<file path="src/rtl/reverse_bits_arbiter.sv">
// reverse_bits_arbiter
//   Two requesters (A, B) share one bit-reversal datapath. A round-robin
//   arbiter grants at most one request per cycle; the winner's operand is
//   bit-reversed into a single registered output stage tagged with its source.
//   The output stage uses valid/ready backpressure.
//
// Ports
//   clk        rising-edge clock
//   rst_n      asynchronous active-low reset
//   a_valid    requester A presents a_data
//   a_data     requester A operand
//   a_ready    A transfers when a_valid & a_ready at posedge
//   b_valid    requester B presents b_data
//   b_data     requester B operand
//   b_ready    B transfers when b_valid & b_ready at posedge
//   out_valid  out_data / out_src hold a result
//   out_data   bit-reversed operand (out_data[WIDTH-1-i] = in[i])
//   out_src    0 = result from A, 1 = result from B
//   out_ready  consumer accepts when out_valid & out_ready at posedge
//   served_a   accepted A transfers, wraps modulo 2^CNT_W
//   served_b   accepted B transfers, wraps modulo 2^CNT_W
module reverse_bits_arbiter #(
    parameter int unsigned WIDTH = 8,
    parameter int unsigned CNT_W = 8
) (
    input  logic             clk,
    input  logic             rst_n,
    input  logic             a_valid,
    input  logic [WIDTH-1:0] a_data,
    output logic             a_ready,
    input  logic             b_valid,
    input  logic [WIDTH-1:0] b_data,
    output logic             b_ready,
    output logic             out_valid,
    output logic [WIDTH-1:0] out_data,
    output logic             out_src,
    input  logic             out_ready,
    output logic [CNT_W-1:0] served_a,
    output logic [CNT_W-1:0] served_b
);

    typedef enum logic {StEmpty, StFull} state_e;

    state_e             state_q, state_d;
    logic [WIDTH-1:0]   out_data_q, out_data_d;
    logic               out_src_q, out_src_d;
    logic               last_src_q, last_src_d;
    logic [CNT_W-1:0]   served_a_q, served_a_d;
    logic [CNT_W-1:0]   served_b_q, served_b_d;

    logic               can_accept;
    logic               grant_a;
    logic               grant_b;
    logic               xfer_a;
    logic               xfer_b;
    logic               xfer;
    logic [WIDTH-1:0]   rev_a;
    logic [WIDTH-1:0]   rev_b;

    always_comb begin
        for (int i = 0; i < int'(WIDTH); i++) begin
            rev_a[WIDTH-1-i] = a_data[i];
            rev_b[WIDTH-1-i] = b_data[i];
        end
    end

    // last_src == 1 means B won last, so A has priority on a tie.
    always_comb begin
        grant_a    = a_valid & (~b_valid | last_src_q);
        grant_b    = b_valid & (~a_valid | ~last_src_q);
        can_accept = (state_q == StEmpty) | out_ready;
        // Readies are forced low while reset is asserted.
        a_ready    = rst_n & can_accept & grant_a;
        b_ready    = rst_n & can_accept & grant_b;
        xfer_a     = a_valid & a_ready;
        xfer_b     = b_valid & b_ready;
        xfer       = xfer_a | xfer_b;
    end

    always_comb begin
        state_d    = state_q;
        out_data_d = out_data_q;
        out_src_d  = out_src_q;
        last_src_d = last_src_q;
        served_a_d = served_a_q;
        served_b_d = served_b_q;

        unique case (state_q)
            StEmpty: begin
                if (xfer) begin
                    state_d = StFull;
                end
            end
            StFull: begin
                if (xfer) begin
                    state_d = StFull;
                end else if (out_ready) begin
                    state_d = StEmpty;
                end
            end
            default: state_d = StEmpty;
        endcase

        if (xfer_a) begin
            out_data_d = rev_a;
            out_src_d  = 1'b0;
            last_src_d = 1'b0;
            served_a_d = served_a_q + CNT_W'(1);
        end else if (xfer_b) begin
            out_data_d = rev_b;
            out_src_d  = 1'b1;
            last_src_d = 1'b1;
            served_b_d = served_b_q + CNT_W'(1);
        end
    end

    always_ff @(posedge clk or negedge rst_n) begin
        if (!rst_n) begin
            state_q    <= StEmpty;
            out_data_q <= '0;
            out_src_q  <= 1'b0;
            last_src_q <= 1'b1;
            served_a_q <= '0;
            served_b_q <= '0;
        end else begin
            state_q    <= state_d;
            out_data_q <= out_data_d;
            out_src_q  <= out_src_d;
            last_src_q <= last_src_d;
            served_a_q <= served_a_d;
            served_b_q <= served_b_d;
        end
    end

    assign out_valid = (state_q == StFull);
    assign out_data  = out_data_q;
    assign out_src   = out_src_q;
    assign served_a  = served_a_q;
    assign served_b  = served_b_q;

endmodule

</file>
<file path="config.mk">
export PLATFORM = sky130hd
export DESIGN_NAME = reverse_bits_arbiter
export DESIGN_NICKNAME = d
export VERILOG_FILES = /design/src/rtl/reverse_bits_arbiter.sv
export SDC_FILE = /design/constraint.sdc
export NUM_CORES = 1
export LEC_CHECK = 0
export BUFFER_PORTS_ARGS = -buffer_cell sky130_fd_sc_hd__buf_2
export CAP_MARGIN = 20
export CORE_MARGIN = 2
export CORE_UTILIZATION = 42
export CTS_CLUSTER_DIAMETER = 150
export DETAILED_ROUTE_END_ITERATION = 12
export GPL_ROUTABILITY_DRIVEN = 0
export PLACE_DENSITY = 0.75
export RECOVER_POWER = 25
export SYNTH_ARGS = -nofsm -noshare
export SYNTH_HDL_FRONTEND = slang
export SYNTH_SLANG_ARGS = --single-unit
</file>
<file path="constraint.sdc">
create_clock -name clk -period 1.2 [get_ports clk]
set_input_delay 0.06 -clock clk [delete_from_list [all_inputs] [get_ports clk]]
set_output_delay 0.06 -clock clk [all_outputs]
set_load 0.01 [all_outputs]
</file>
# Yosys cells after proc, flatten, opt, wreduce, memory -nomap -nowiden
# Cells that the tools add are included.
# totals
regBits	27
input_bits	21
out_inout_bits	28
elab_cells	34
# classes
add_sub_neg	2
n_bitwise	16
reduce_logical	2
mux	8
# op_table
operator	count
8-bit by 1-bit adder with 8-bit output (second input constant)	2
8-bit two-way mux	2
1-bit AND	7
1-bit two-way mux	5
1-bit inverter	5
1-bit OR	4
1-bit one-hot mux with 2 select lines	1
2-bit AND reduction	1
2-bit nonzero test	1

# Longest topological paths before layout
# Gate-level depths: netlist of the first run.
# logic_depth
ltp_word	8
ltp_mapped	6
mapped_depth_nobuf	5

# Least setup slack after synthesis of the first run
# OpenSTA, ideal clock, no wires.
# synth_path
path_kind	reg-to-reg
from	register served_b_q[0], in the netlist served_b[0]
to	register served_b_q[6], in the netlist served_b[6]
path_buffers	0
setup_time_ns	0.125
setup_slack_ns	-0.113
path_stages_with_launch	5
t_required_ns	1.075
t_arrival_ns	1.187
period_less_slack_ns	1.313
path_cell_list	dfrtp_1 -> ha_1 -> inv_1 -> or3_1 -> xnor2_1
# synth_between
elab_chain_cells	1
# synth_rtl
item	line_no	text
start: declaration	49	logic [CNT_W-1:0] served_b_q, served_b_d;
start signal: assignment	131	served_b_q <= served_b_d;
8-bit by 1-bit adder with 8-bit output	113	served_b_d = served_b_q + CNT_W'(1);
# No other way between the ends.
# A chain may end at the register's enable or synchronous reset.

# Worst setup path in the final report of the first run
# layout_path
from	register last_src_q
to	output port b_ready
# layout_between
elab_chain_cells	4
# layout_rtl
item	line_no	text
start: declaration	47	logic last_src_q, last_src_d;
start signal: assignment	129	last_src_q <= last_src_d;
1-bit inverter	70	grant_b = b_valid & (~a_valid | ~last_src_q);
1-bit OR	70	
1-bit AND	70	
1-bit AND	74	b_ready = rst_n & can_accept & grant_b;
end: declaration	33	output logic b_ready,
# No other way between the ends.

==> run summary, run 1 <==
P&R area growth vs syn: 59.6%
DR pass1 iterations: 7
sequential fraction of the synthesis area: 54.9%
largest fanout on the critical path: 7
register bit count reported by yosys: 27
clk slew on worst S/H paths: 140 ps
element type at the critical path end: primary output
fin cells: 240
Hold Crit Depth: 3
initial antenna violation count: 0
chip height: 58.2 um
fin. max-slew vios: 0
CTS Root Cell: clkbuf_4
hold endpoint: out_data[0]
critical path type: register to primary output
hold_sp: a_data[7]
DR WL met3: 154 um
Cell Rows: 19
Period minus WS final: 1420 ps
Netlist cell types: 21
violated checks: setup timing
DP Area: 1580 sq um
Mapped Avg Cell Area: 10.2 sq um
Critical Path Source Type: register
Routed Antenna Nets: 0
number of global-route vias before repair: 1207
Post-layout nets: 233
layout cell share with drive strength beyond 1: 45.9%
Core Region: 2780 sq um
Max Cap Viol: 0
pin count of the biggest net entering global routing: 27
Tightest Pin Transition: 652 ps
Vias: 1210
WP data arrival: 1360 ps
RSZ-0062 raised after global routing: yes
drt via density: 5.04
CP max-delay cell: dfstp_2
Total GRT Usage: 22.4%
post-route design area: 1970 sq um
die area: 3390 sq um
Post-Syn Instances: 121
HPWL after DPL: 2050 um
final setup fails: 29
Ports: 49
Critical Path Max Stage Delay: 610 ps
yosys warns: 0
Syn Nets: 144
# placed instances: 209
PortBufs: 48
Initial DRC Count: 30
DR top layer: met4
FF-to-FF path depth: 7
Routed WL: 3660 um
Max Buffers Root-to-Sink: 2
Critical Path, Cell by Cell: nand2_2, nand4_4, inv_6, buf_6
reg2reg setup slack: -190 ps
fillcell total: 181
# diodes: 0
clock latency on the worst-skew pair: 330 ps
Met1 Wirelength: 1610 um
Power Total: 3.32 mW
Worst Skew: 1.90 ps
Worst slew margin: 56.5%
most common cell after layout, fill and taps aside: buf_2
CTS Sinks: 27
Post-Synthesis Cell Area: 1230 sq um
HP Class: input port to register
H-Tree Depth: 1
Critical Path RT: 1140 ps
r2r endpoint: served_a[2]
routed len/inst: 15.2 um
CTS tree: built
Largest delay share family, worst path: flip-flops
first-pass GRT wire length: 5720 um
crit share post-route: 118%
fmax: 703 MHz
Pleak: 1.04 nW
GRT overflow: 0
Buf/Inv on CP: 2
Peak VDD IR: 1.40 mV
Pwr Density: 1690 nW/um^2
met2 wire length: 1830 um
Final Worst Setup Slack: -222 ps
number of buffers created by CTS: 3
status: finished with violations
Initial Util: 44.4%
most frequent cells in the layout: 46 x buf_2, 27 x nand2_1, 25 x dfrtp_1
r2r startpoint: last_src_q
die width: 58.2 um
DRC: 0
Final Hold Vio Count: 0
[per-stage QoR]
stage	setup slack, ps	hold WS (ps)	setup TNS, ps	utilization (%)
finish	-222	2.86	-3700	70.8
global route	-271	18.8	-5160	70.8
CTS	-206	2.41	-3700	67.7
detailed placement	-98.8	107	-1040	56.8
global placement	-53.2	98.6	-306	56.8
floorplan	-90.2	-236	-181	-
[final cells by class]
class,instances,area (sq um),area share [%]
Clock buffer,4,26.3,1.33
Sequential cell,27,678,34.4
Multi-Input combinational cell,85,582,29.5
Timing Repair Buffer,88,621,31.5
Tap cell,31,38.8,1.97
Inverter,5,23.8,1.21
[worst reg2reg max path: stages, from the launching register on]
cell       delay [ps]
dfstp_2           610
o2111ai_4         140
inv_2              90
buf_4             100
buf_4              90
buf_6              90
nand2_4            50
xnor2_2           130
[flip-flops by register name (all words and copies together) (netlist names)]
name        count
served_b        8
out_data        8
served_a        8
out_src         1
out_valid       1
last_src_q      1
[power by group]
group / switching [mW] / internal, mW / leakage (nW)
registers: 0.234 / 1.20 / 0.330
logic: 0.773 / 0.714 / 0.691
clock network: 0.272 / 0.130 / 0.0150
[metal layers]
layer  vias to the layer above  GRT usage (%)
met2                        39           36.9
met5                         -              0
met4                         0           9.97
li1                        583              -
met3                         8           3.57
met1                       580           29.2
[logic make-up (layout without fill, tap and decap cells)]
kind of cell	count (synthesis)	after routing	share of synthesized area (%)
AOI/OAI and AO/OA	9	9	6.19
buffers and inverters	9	97	4.06
DFF	27	27	54.9
xor gates and xnor gates	14	14	9.94
and+or+nand+nor	60	60	22.9
adders and majority gates	2	2	2.03
[how the worst max path moves through the flow]
stage,cells past startpoint,from,slack [ps],end
5_1_grt,4,last_src_q,-270,b_ready
4_1_cts,4,last_src_q,-210,a_ready
3_3_place_gp,4,out_valid,-50,served_b[6]
2_1_floorplan,4,out_valid,-90,served_b[6]
3_5_place_dp,4,out_valid,-100,served_b[6]
6_report,4,last_src_q,-220,b_ready
[cells in the mapped netlist]
master     number  share of area [%]
a31oi_1         8                4.1
buf_2           1               0.41
buf_4           2                1.2
buf_6           1               0.91
dfrtp_1        26                 53
dfstp_2         1                2.1
ha_1            2                2.0
inv_1           4                1.2
inv_2           1               0.30
nand2_1        30                9.1
nand2_2         1               0.51
nand2b_4        1                1.1
nand3_1         7                2.8
nand4_1         4                2.0
nand4_4         1                1.7
nor2_1         10                3.0
nor3_1          5                2.0
o2111ai_4       1                2.1
or3_1           1               0.51
xnor2_1         7                5.0
xor2_1          7                5.0
[repair_timing]
| action | in CTS | in global routing |
|---|---|---|
| setup buffers | 8 | 3 |
| hold buffers | 15 | 1 |
| endpoints found under the setup margin | 21 | 29 |
| endpoints found under the hold margin | 35 | 1 |
| gates resized for setup | 17 | 12 |
| pin swaps | 13 | 5 |
(Power assumes the default switching activity.)
==> run 2, diff against run 1 <==
--- a/config.mk
+++ b/config.mk
@@ -14,6 +14,7 @@
 export GPL_ROUTABILITY_DRIVEN = 0
 export PLACE_DENSITY = 0.75
 export RECOVER_POWER = 25
+export REMOVE_ABC_BUFFERS = 1
 export SYNTH_ARGS = -nofsm -noshare
 export SYNTH_HDL_FRONTEND = slang
 export SYNTH_SLANG_ARGS = --single-unit
==> run summary, run 2 (synthesis results as in run 1) <==
Initial DRC Count: 41 (+37%)
Critical Path Source Type: register
Critical Path, Cell by Cell: o2111ai_4, inv_2, buf_6, buf_6
first-pass GRT wire length: 5400 um (-5.7%)
fmax: 714 MHz (+1.4%)
Peak VDD IR: 1.24 mV (-11%)
Routed WL: 3340 um (-8.7%)
pin count of the biggest net entering global routing: 20 (-26%)
DRC: 0 (unchanged)
Period minus WS final: 1400 ps (-20.2 ps)
largest fanout on the critical path: 3 (-4)
routed len/inst: 14.3 um (-5.9%)
Final Hold Vio Count: 0 (unchanged)
post-layout util: 68.1% (-2.7 points)
Critical Path RT: 1140 ps (about the same)
critical path type: register to primary output
CTS tree: built
DR pass1 iterations: 4 (-3)
Worst Skew: 1.47 ps (-0.428 ps)
HPWL after DPL: 2160 um (+5.3%)
chip height: 58.2 um (unchanged)
Pwr Density: 1700 nW/um^2 (+0.92%)
most frequent cells in the layout: 46 x buf_2, 27 x nand2_1, 26 x dfrtp_1
crit share post-route: 117% (-1.7 points)
RSZ-0062 raised after global routing: yes
Fin Hold WS: 9.72 ps (+6.86 ps)
Routed Antenna Nets: 0 (unchanged)
initial antenna violation count: 0 (unchanged)
HP Class: input port to register
Vias: 1157 (-4.4%)
Cell Rows: 19 (unchanged)
Buf/Inv on CP: 3 (+1)
Initial Util: 44.4% (unchanged)
Core Region: 2780 sq um (unchanged)
Total GRT Usage: 21.3% (-1.2 points)
Final Worst Setup Slack: -201 ps (+20.2 ps)
final setup fails: 28 (-3.4%)
Pleak: 1.01 nW (-2.5%)
# diodes: 0 (unchanged)
CTS Root Cell: clkbuf_4
GRT overflow: 0 (unchanged)
die width: 58.2 um (unchanged)
Most Frequent Cell on Critical Path: buf_6
fin cells: 233 (-2.9%)
Ports: 49 (unchanged)
layout cell share with drive strength beyond 1: 43.6% (-2.4 points)
Critical Path Max Stage Delay: 600 ps (about the same)
violated checks: setup timing
drt via density: 4.97 (-1.5%)
clock latency on the worst-skew pair: 320 ps (about the same)
most common cell after layout, fill and taps aside: buf_2
die area: 3390 sq um (unchanged)
clk slew on worst S/H paths: 150 ps (about the same)
Post-layout nets: 226 (-3.0%)
Largest delay share family, worst path: flip-flops
Worst slew margin: 69.5% (+13 points)
Max Cap Viol: 0 (unchanged)
element type at the critical path end: primary output
P&R area growth vs syn: 53.4%
PortBufs: 48 (unchanged)
number of buffers created by CTS: 3 (unchanged)
fillcell total: 208 (+15%)
status: finished with violations
CTS Sinks: 27 (unchanged)
H-Tree Depth: 1 (unchanged)
Max Buffers Root-to-Sink: 2 (unchanged)
CP max-delay cell: dfstp_2
fin. max-slew vios: 0 (unchanged)
# placed instances: 210 (+0.48%)
Tightest Pin Transition: 457 ps (-195 ps)
number of global-route vias before repair: 1179 (-2.3%)
WP data arrival: 1340 ps (-20 ps)
run 2: changes by cell type in the layout (fill, tap and decap cells not counted), sizes merged:
cell / before / now
inv: 5 / 4
dlygate4sd3: 16 / 14
clkinv: 0 / 2
buf: 71 / 65
run 2: through the flow:
stage	cell area (sq um)	TNS [ps]	total power [mW]	worst slack [ps]
after global routing	1890	-5010	3.43	-258
after global placement	1590	-199	2.62	-48.4
after CTS	1860	-3570	3.15	-222
final	1890	-3430	3.22	-201
after floorplan	1200	-2000	2.01	-193
after detailed placement	1590	-929	2.66	-90.1
run 2: tightest hold or removal path: cells and delay by family:
family	cells	cell delay, ps
buffers and inverters	1	100
AOI/OAI and AO/OA	1	50
and+or+nand+nor	1	100
run 2: power by group:
| part | internal [mW] | switching (mW) | leakage (nW) |
|---|---|---|---|
| logic | 0.664 | 0.742 | 0.661 |
| clock network | 0.125 | 0.273 | 0.0177 |
| registers | 1.19 | 0.224 | 0.331 |
| total | 1.98 | 1.24 | 1.01 |
run 2: cell type report:
class,instances,area [sq um],area share (%)
Clock inverter,1,5.00,0.264
Inverter,5,23.8,1.26
Timing Repair Buffer,81,548,28.9
Tap cell,31,38.8,2.05
Multi-Input combinational cell,85,578,30.5
Sequential cell,27,677,35.8
Clock buffer,3,22.5,1.19
run 2: repair_timing:
action,4_1_cts,5_1_grt
endpoints found under the hold margin,34,1
cloned,0,0
setup buffers,5,1
pin swaps,11,10
gates resized for setup,18,8
hold buffers,13,1
setup endpoints to repair,24,29
run 2: path summary, 6_finish.rpt:
path	start	end	slack [ps]	cells after the start
min	a_data[7]	out_data[0]	10	3
max	last_src_q	a_ready	-200	4
max reg2reg	last_src_q	out_data[6]	-190	5
min in group asynchronous	rst_n	last_src_q	340	2
max in group asynchronous	rst_n	served_a[2]	410	3
min reg2reg	served_a[7]	served_a[7]	470	1
run 2: routing by layer:
metal / vias up / GRT usage, % / part of all wire [%]
li1: 560 / - / -
met2: 36 / 36.7 / 52
met3: 2 / 2.01 / 3.9
met5: - / 0 / 0
met4: 0 / 7.97 / 0.81
met1: 559 / 27.7 / 43
